==> src/rtl/alpha_row_shifter.sv <==
// rtl/alpha_row_shifter.sv - alpha character ROM reader: glyph row lookup and MSB-first pixel serialiser
module alpha_row_shifter #(
    parameter int CHARS_PER_LINE = 32,
    parameter int CELL_LINES     = 12,
    parameter int GLYPH_TOP      = 3,
    parameter int GLYPH_ROWS     = 7
) (
    input  logic       Clk,
    input  logic       Reset,
    input  logic       PixelEn,
    input  logic       LineStart,
    input  logic [3:0] LineNum,
    output logic       CharReq,
    input  logic       CharValid,
    input  logic [7:0] CharCode,
    output logic [5:0] RomData,
    output logic [3:0] RomRow,
    input  logic [7:0] RomAData,
    output logic       Pixel,
    output logic       PixelValid,
    output logic       LineDone,
    output logic       Underrun
);

    localparam int CW = $clog2(CHARS_PER_LINE + 1);

    typedef enum logic [1:0] {IDLE, PRIME, RUN} state_t;

    state_t          state, state_next;
    logic [7:0]      shift_reg;
    logic [7:0]      pending;
    logic            pending_full;
    logic [2:0]      bit_cnt;
    logic [CW-1:0]   char_cnt;
    logic            in_glyph;
    logic            line_end;

    logic            line_in_glyph;
    logic [7:0]      glyph;
    logic            full_cnt;
    logic            accept;
    logic            boundary;
    logic            unused_code_bit;

    assign unused_code_bit = CharCode[7];

    // Out-of-range cell lines fall outside the glyph window and render blank.
    assign line_in_glyph = (int'(LineNum) >= GLYPH_TOP) &&
                           (int'(LineNum) < GLYPH_TOP + GLYPH_ROWS) &&
                           (int'(LineNum) < CELL_LINES);

    assign RomData  = CharCode[5:0];
    assign glyph    = (in_glyph ? RomAData : 8'h00) ^ {8{CharCode[6]}};
    assign full_cnt = (char_cnt == CW'(CHARS_PER_LINE));
    assign CharReq  = (state == PRIME) || ((state == RUN) && !pending_full && !full_cnt);
    assign accept   = CharReq && CharValid;
    assign boundary = (state == RUN) && PixelEn && (bit_cnt == 3'd7);

    always_comb begin
        state_next = state;
        case (state)
            IDLE:    if (LineStart) state_next = PRIME;
            PRIME:   if (LineStart) state_next = PRIME;
                     else if (accept) state_next = RUN;
            RUN:     if (LineStart) state_next = PRIME;
                     else if (boundary && !pending_full && !accept && full_cnt) state_next = IDLE;
            default: state_next = IDLE;
        endcase
    end

    always_ff @(posedge Clk) begin
        if (Reset) begin
            state        <= IDLE;
            shift_reg    <= 8'h00;
            pending      <= 8'h00;
            pending_full <= 1'b0;
            bit_cnt      <= 3'd0;
            char_cnt     <= '0;
            in_glyph     <= 1'b0;
            line_end     <= 1'b0;
            RomRow       <= 4'd0;
            Pixel        <= 1'b0;
            PixelValid   <= 1'b0;
            LineDone     <= 1'b0;
            Underrun     <= 1'b0;
        end else begin
            state      <= state_next;
            LineDone   <= line_end;
            line_end   <= 1'b0;
            PixelValid <= 1'b0;
            if (LineStart) begin
                RomRow       <= line_in_glyph ? (LineNum - 4'(GLYPH_TOP)) : 4'd0;
                in_glyph     <= line_in_glyph;
                shift_reg    <= 8'h00;
                pending      <= 8'h00;
                pending_full <= 1'b0;
                bit_cnt      <= 3'd0;
                char_cnt     <= '0;
                Underrun     <= 1'b0;
            end else begin
                if (accept)
                    char_cnt <= char_cnt + CW'(1);
                if (state == PRIME && accept) begin
                    shift_reg <= glyph;
                    bit_cnt   <= 3'd0;
                end
                if (state == RUN) begin
                    if (PixelEn) begin
                        Pixel      <= shift_reg[7];
                        PixelValid <= 1'b1;
                        bit_cnt    <= bit_cnt + 3'd1;
                        shift_reg  <= {shift_reg[6:0], 1'b0};
                    end
                    if (boundary) begin
                        if (pending_full) begin
                            shift_reg <= pending;
                            if (accept)
                                pending <= glyph;
                            else
                                pending_full <= 1'b0;
                        end else if (accept) begin
                            shift_reg <= glyph;
                        end else if (full_cnt) begin
                            line_end <= 1'b1;
                        end else begin
                            // Nothing to show: emit one blank cell and flag the starvation.
                            shift_reg <= 8'h00;
                            Underrun  <= 1'b1;
                        end
                    end else if (accept) begin
                        pending      <= glyph;
                        pending_full <= 1'b1;
                    end
                end
            end
        end
    end

endmodule

==> config.mk <==
export PLATFORM = sky130hd
export DESIGN_NAME = alpha_row_shifter
export DESIGN_NICKNAME = d
export VERILOG_FILES = /design/src/rtl/alpha_row_shifter.sv
export SDC_FILE = /design/constraint.sdc
export NUM_CORES = 1
export LEC_CHECK = 0
export ABC_CLOCK_PERIOD_IN_PS = 4400
export BUFFER_PORTS_ARGS = -buffer_cell sky130_fd_sc_hd__clkbuf_2
export CAP_MARGIN = 0
export CORE_AREA = 3 3 66 68
export DETAILED_ROUTE_END_ITERATION = 10
export DIE_AREA = 0 0 69 71
export PLACE_DENSITY = 0.78
export SYNTH_ARGS = -nofsm -noshare
export SYNTH_HDL_FRONTEND = slang
export SYNTH_SLANG_ARGS = --single-unit
export TNS_END_PERCENT = 5
==> constraint.sdc <==
create_clock -name Clk -period 4.4 [get_ports Clk]
set_clock_uncertainty 0.15 [all_clocks]
set_input_delay 0.22 -clock Clk [delete_from_list [all_inputs] [get_ports Clk]]
set_output_delay 0.22 -clock Clk [all_outputs]
set_load 0.02 [all_outputs]
==> results of run 1 <==
path summary, 6_finish.rpt:
kind | startpoint | end | slack (ps) | cells past startpoint
max | char_cnt[0] | pending[5] | 2090 | 7
max reg2reg | char_cnt[0] | pending[5] | 2090 | 7
min reg2reg | line_end | LineDone | 300 | 1
min | LineNum[0] | RomRow[0] | 80 | 3
stage by stage:
step	power [mW]	instances	util	hold WS, ps	area [µm²]
2_1_floorplan	0.422	258	-	139	2100
3_3_place_gp	0.435	312	0.554	290	2170
3_5_place_dp	0.436	312	0.554	290	2170
4_1_cts	0.690	321	0.581	76.2	2270
5_1_grt	0.714	321	0.581	102	2270
6_report	0.683	321	0.581	78.7	2270
where the power goes:
part / internal [mW] / switching, mW
logic: 0.0266 / 0.0455
registers: 0.350 / 0.00633
clock network: 0.126 / 0.128
total: 0.503 / 0.180
logic make-up after synthesis:
kind of cell               after synthesis  share of synthesized area
AOI/OAI and AO/OA                       83                      0.256
xor gates and xnor gates                15                     0.0627
adders and majority gates                5                     0.0299
buffers and inverters                   32                     0.0752
DFF                                     38                      0.363
muxes                                    3                     0.0143
and+or+nand+nor                         82                      0.199
final cells by class:
type,instances,area share
clock buffers,6,0.0363
clock inverters,2,0.00550
inverters,10,0.0165
multi-input cells,188,0.518
flip-flops and latches,38,0.335
well taps,50,0.0275
repair buffers,27,0.0616
worst max-delay path: cells and delay by family, from the launching register on:
family	cells	cell delay [ps]
adders and majority gates	1	200
and+or+nand+nor	4	1210
buffers and inverters	1	70
AOI/OAI and AO/OA	1	230
DFF	1	360
placed cells by master, fill, tap and decap left out, types with 8 or more instances in the layout:
cell type | synthesis | routed
o21ai_0 | 23 | 23
a21oi_1 | 23 | 23
inv_1 | 10 | 10
nor2_1 | 29 | 29
a211oi_1 | 8 | 8
xor2_1 | 13 | 13
nand2_1 | 26 | 26
dfxtp_1 | 38 | 38
clkbuf_2 | 1 | 26
per-layer routing:
| metal | track usage | up-vias | part of all wire |
|---|---|---|---|
| met4 | 0.0933 | 0 | 0.017 |
| met2 | 0.290 | 32 | 0.47 |
| met5 | 0 | - | 0 |
| li1 | - | 923 | - |
| met3 | 0.0469 | 7 | 0.044 |
| met1 | 0.245 | 836 | 0.47 |
==> qor.yml, run 1 <==
grt_pass1_wl_mm: 7.47
first_pass_iters: 4
syn_avg_cell_area_um2: 8.12
cp.required_ps: 4460
cts_hold_buf: 1
detail-route-antenna-nets: 0
start_util: 0.535
crit_slowest_cell: "nor4_4"
period_share: 0.525
post_cts_resized: 0
die_w_um: 69
p_leak_nw: 0.875
relSlewSlack: 0.422
cpPeakStageDelay_ps: 770
final_hold_viol_count: 0
cp_cell_sequence: "inv_1, ha_1, nor4b_4, and2_4, nor4_4, nor2_1, a211oi_1"
worstHoldPathType: "input pin to flop"
grt_overflow: 0
outcome: "complete, no violations"
drv_slew: 0
arrival_ps: 2370
critPathCaptureType: "flop"
drive_gt1_frac: 0.155
yosys_warnings: 0
area_growth_syn_to_layout_pct: 8.48
yosys.area.top_type: "dfxtp_1"
clockRootBuffer: "clkbuf_8"
clk_pin_slew_ps: 80
multi_input_area_um2: 1180
io_buffers: 26
peakVddDrop_uv: 194
cts_tree: "yes"
antenna_found_initial: 0
die-area_um2: 4900
wl_mm: 4.28
clock_path_buffers: 2
layout_setup_ws_ps: 2090
fin_crit_ps: 2310
rows: 23
drv_cap: 0
fin_nets: 300
hpwl_mm: 3.07
async_reset_ff_frac: 0
synth_nets: 288
drc: 0
p_per_area_nw_per_um2: 300
synth_common_cells: "dfxtp_1 (38), nor2_1 (29), nand2_1 (26)"
post_drt_wl_per_cell_um: 13.3
via_per_inst: 5.60
grt_pass1_vias: 1612
h-tree-depth: 2
post-cts-setup-buffers: 0
synth.distinct_cells: 47
place_congestion: 0.821
seq_area_frac_synth: 0.363
yosys_register_bits: 38
grt_usage: 0.188
seq_area_um2: 761
cts_sinks: 38
clk_latency_ps: 300
diodes: 0
synthCells: 258
core_area_um2: 3910
final-setup-viol-count: 0
synth-main-ff-cell: "dfxtp_1"
startpoint_type: "flop"
dp_slack_ps: 2110
yosysTopAreaCellShare: 0.363
crit_fanout: 17
max_freq_ghz: 0.433
drt_iter0_drc: 103
tns_ps: 0
cts_buffers: 5
rsz0062_at_grt: "no"
grt_max_degree: 26
tightest_slew_ps: 861
io_pins: 40
fill_cells: 367
worst-setup-path-type: "flop to flop"
mappedNetlistArea_um2: 2100
synthTopCellsByArea: "dfxtp_1 (36%), a21oi_1 (5.5%), o21ai_0 (5.5%)"
yosysMostFrequentCell: "dfxtp_1"
vias: 1798
die_height_um: 71
synth_enable_flop_cells: 0
Note: power is estimated with default switching activity, not from simulation.
==> run 2: changes to the inputs <==
==> config.mk (replaced) <==
export PLATFORM = sky130hd
export DESIGN_NAME = alpha_row_shifter
export DESIGN_NICKNAME = d
export VERILOG_FILES = /design/src/rtl/alpha_row_shifter.sv
export SDC_FILE = /design/constraint.sdc
export NUM_CORES = 1
export LEC_CHECK = 0
export ABC_AREA = 1
export ABC_CLOCK_PERIOD_IN_PS = 2000
export BUFFER_PORTS_ARGS = -buffer_cell sky130_fd_sc_hd__clkbuf_2
export CAP_MARGIN = 0
export CORE_AREA = 3 3 72 74
export DETAILED_ROUTE_END_ITERATION = 10
export DIE_AREA = 0 0 75 77
export PLACE_DENSITY = 0.74
export SYNTH_ARGS = -nofsm -noshare
export SYNTH_HDL_FRONTEND = slang
export SYNTH_SLANG_ARGS = --single-unit
export TNS_END_PERCENT = 5
==> constraint.sdc (replaced) <==
create_clock -name Clk -period 2 [get_ports Clk]
set_clock_uncertainty 0.15 [all_clocks]
set_input_delay 0.1 -clock Clk [delete_from_list [all_inputs] [get_ports Clk]]
set_output_delay 0.1 -clock Clk [all_outputs]
set_load 0.02 [all_outputs]
==> qor.yml, run 2 <==
outcome: "complete, no violations"
tightest_slew_ps: 448  # -413 ps
synth.distinct_cells: 34  # -28%
worstHoldPathType: "input pin to output pin"
layout_setup_ws_ps: 118  # -1970 ps
crit_slowest_cell: "dfxtp_1"
worst-setup-path-type: "flop to output pin"
clk_pin_slew_ps: 70  # about the same
antenna_found_initial: 0  # unchanged
startpoint_type: "flop"
crit_fanout: 8  # -9
grt_pass1_vias: 2046  # +27%
synthMuxAreaShare: 0  # -0.0143
io_buffers: 26  # unchanged
core_area_um2: 4660  # +19%
min_to: "RomData[1]"
fin_nets: 405  # +35%
clock_path_buffers: 2  # unchanged
seq_area_frac_synth: 0.332  # -0.0306
drc: 0  # unchanged
rsz0062_at_grt: "no"
p_per_area_nw_per_um2: 603  # +100%
hp-start: "CharCode[1]"
synth_enable_flop_cells: 0  # unchanged
rr_startpoint: "state[1]"
synth_common_cells: "nand2_1 (110), dfxtp_1 (38), inv_1 (38)"
layout_common_cells: "nand2_1 (110), dfxtp_1 (38), inv_1 (38), nand3_1 (35), a21oi_1 (35)"
final_hold_viol_count: 0  # unchanged
yosysTopAreaCellShare: 0.332  # -0.0306
reg2reg_depth: 5  # -2
arrival_ps: 1630  # -740 ps
grt_max_degree: 19  # -27%
cp_cell_sequence: "inv_1, ha_1, nand3_2, nand2_1, nand2_4, buf_4, clkbuf_2"
clk_latency_ps: 290  # about the same
cts_buffers: 5  # unchanged
die_w_um: 75  # +8.7%
detail-route-antenna-nets: 0  # unchanged
relSlewSlack: 0.701  # +0.280
start_util: 0.491  # -0.0445
yosys.area.top_type: "dfxtp_1"
mappedNetlistArea_um2: 2290  # +9.2%
dp_slack_ps: 95.4  # -2010 ps
grt_overflow: 0  # unchanged
cts_tree: "yes"
peakVddDrop_uv: 427  # +120%
cp.required_ps: 1750  # -2710 ps
final-setup-viol-count: 0  # unchanged
rows: 25  # +8.7%
hpwl_mm: 3.64  # +18%
syn_avg_cell_area_um2: 6.58  # -19%
synth-main-ff-cell: "dfxtp_1"
synth-compound-area-share: 0.150  # -0.106
die_height_um: 77  # +8.5%
fin_crit_ps: 1880
yosysMostFrequentCell: "nand2_1"
hold_depth: 0  # -3
yosys.area_share.adder: 0.0273  # -0.00251
grt_pass1_wl_mm: 8.94  # +20%
io_pins: 40  # unchanged
diodes: 0  # unchanged
cts_sinks: 38  # unchanged
period_share: 0.941
synthTopCellsByArea: "dfxtp_1 (33%), nand2_1 (18%), a21oi_1 (7.7%)"
wl_mm: 5.10  # +19%
timing.hold.ws_ps: 50.0  # -28.7 ps
mostFrequentLayoutCell: "nand2_1"
critPathCaptureType: "output pin"
place_congestion: 0.858  # +4.5%
tns_ps: 0  # unchanged
async_reset_ff_frac: 0  # unchanged
synth_simple_gate_area_frac: 0.345  # +0.146
drt_iter0_drc: 82  # -20%
grt_usage: 0.196  # +0.00822
r2r_end: "PixelValid"
yosys_warnings: 0  # unchanged
synth_top_family_by_area: "simple AND/OR/NAND/NOR gates"
cpPeakStageDelay_ps: 370  # -400 ps
synthCells: 348  # +35%
utilization: 0.548  # -0.0332
via_per_inst: 5.06  # -9.7%
drv_cap: 0  # unchanged
drive_gt1_frac: 0.157  # +0.00235
clockRootBuffer: "clkbuf_8"
fill_cells: 458  # +25%
max_freq_ghz: 0.531
synth-xor-area-share: 0.0191  # -0.0436
die-area_um2: 5780  # +18%
area_growth_syn_to_layout_pct: 11.5
p_leak_nw: 1.22  # +40%
synth_nets: 378  # +31%
vias: 2171  # +21%
first_pass_iters: 4  # unchanged
h-tree-depth: 2  # unchanged
post_drt_wl_per_cell_um: 11.9  # -11%
drv_slew: 0  # unchanged
reg2reg_setup_slack_ps: 140  # -1950 ps
yosys_register_bits: 38  # unchanged
[run 2: changes by cell type after synthesis, moves of 7 or more]
cell,previous run,this run
inv_1,10,38
a21oi_1,23,35
a211oi_1,8,1
nand2_1,26,110
nor2_1,29,10
nand3_1,2,35
xor2_1,13,3
[run 2: metrics by stage]
| stage | total power [mW] | std cells | area, µm² |
|---|---|---|---|
| 6_report | 1.54 | 429 | 2550 |
| 5_1_grt | 1.62 | 429 | 2550 |
| 4_1_cts | 1.55 | 428 | 2540 |
| 3_5_place_dp | 1.04 | 415 | 2410 |
| 3_3_place_gp | 1.04 | 415 | 2410 |
| 2_1_floorplan | 0.994 | 348 | 2290 |
[run 2: cell families after synthesis]
| group | Yosys count |
|---|---|
| adder cells (fa/ha/maj) | 5 |
| AO/OA/AOI/OAI | 65 |
| flip-flops | 38 |
| XOR/XNOR | 5 |
| buffers and inverters | 62 |
| AND/OR/NAND/NOR | 173 |
[run 2: critical path: cells and delay by family (launching register included)]
| kind | cells | cell delay, ps |
|---|---|---|
| buffers and inverters | 3 | 420 |
| DFF | 1 | 370 |
| and+or+nand+nor | 3 | 340 |
| adders and majority gates | 1 | 210 |
[run 2: worst max-delay path by stage]
| stage | startpoint | end | slack, ps | cells after the start |
|---|---|---|---|---|
| after global routing | char_cnt[0] | CharReq | 2 | 7 |
| after global placement | char_cnt[0] | pending[5] | 180 | 10 |
| after detailed placement | char_cnt[0] | pending[7] | 100 | 10 |
| final | char_cnt[0] | CharReq | 120 | 7 |
| after floorplan | char_cnt[0] | pending[6] | 300 | 11 |
| after CTS | char_cnt[0] | pending[7] | 90 | 10 |
[run 2: routing by layer]
layer / track usage / vias to the layer above / wire [µm]
met5: 0 / - / 0
met4: 0.0783 / 0 / 68
met3: 0.0472 / 5 / 246
met2: 0.312 / 48 / 2410
met1: 0.249 / 954 / 2380
li1: - / 1164 / -
[run 2: what timing repair did]
item / 4_1_cts / 5_1_grt
buffers inserted: 0 / 1
setup endpoints to repair: 0 / 7
hold endpoints to repair: 8 / 0
hold buffers: 6 / 0
resized for setup: 0 / 3
[run 2: report_power, final]
group          internal, mW  switching, mW  leakage (nW)
Sequential            0.775         0.0161         0.308
Clock                 0.234          0.268        0.0438
Combinational        0.0886          0.158         0.869
Total                  1.10          0.442          1.22
[run 2: cell type report]
type	count	area (µm²)	share of cell area
sequential	38	761	0.298
multi-input combinational	248	1240	0.485
tap	54	67.6	0.0265
timing repair buffer	39	243	0.0951
inverter	43	164	0.0642
clock inverter	2	10.0	0.00392
clock buffer	5	68.8	0.0270
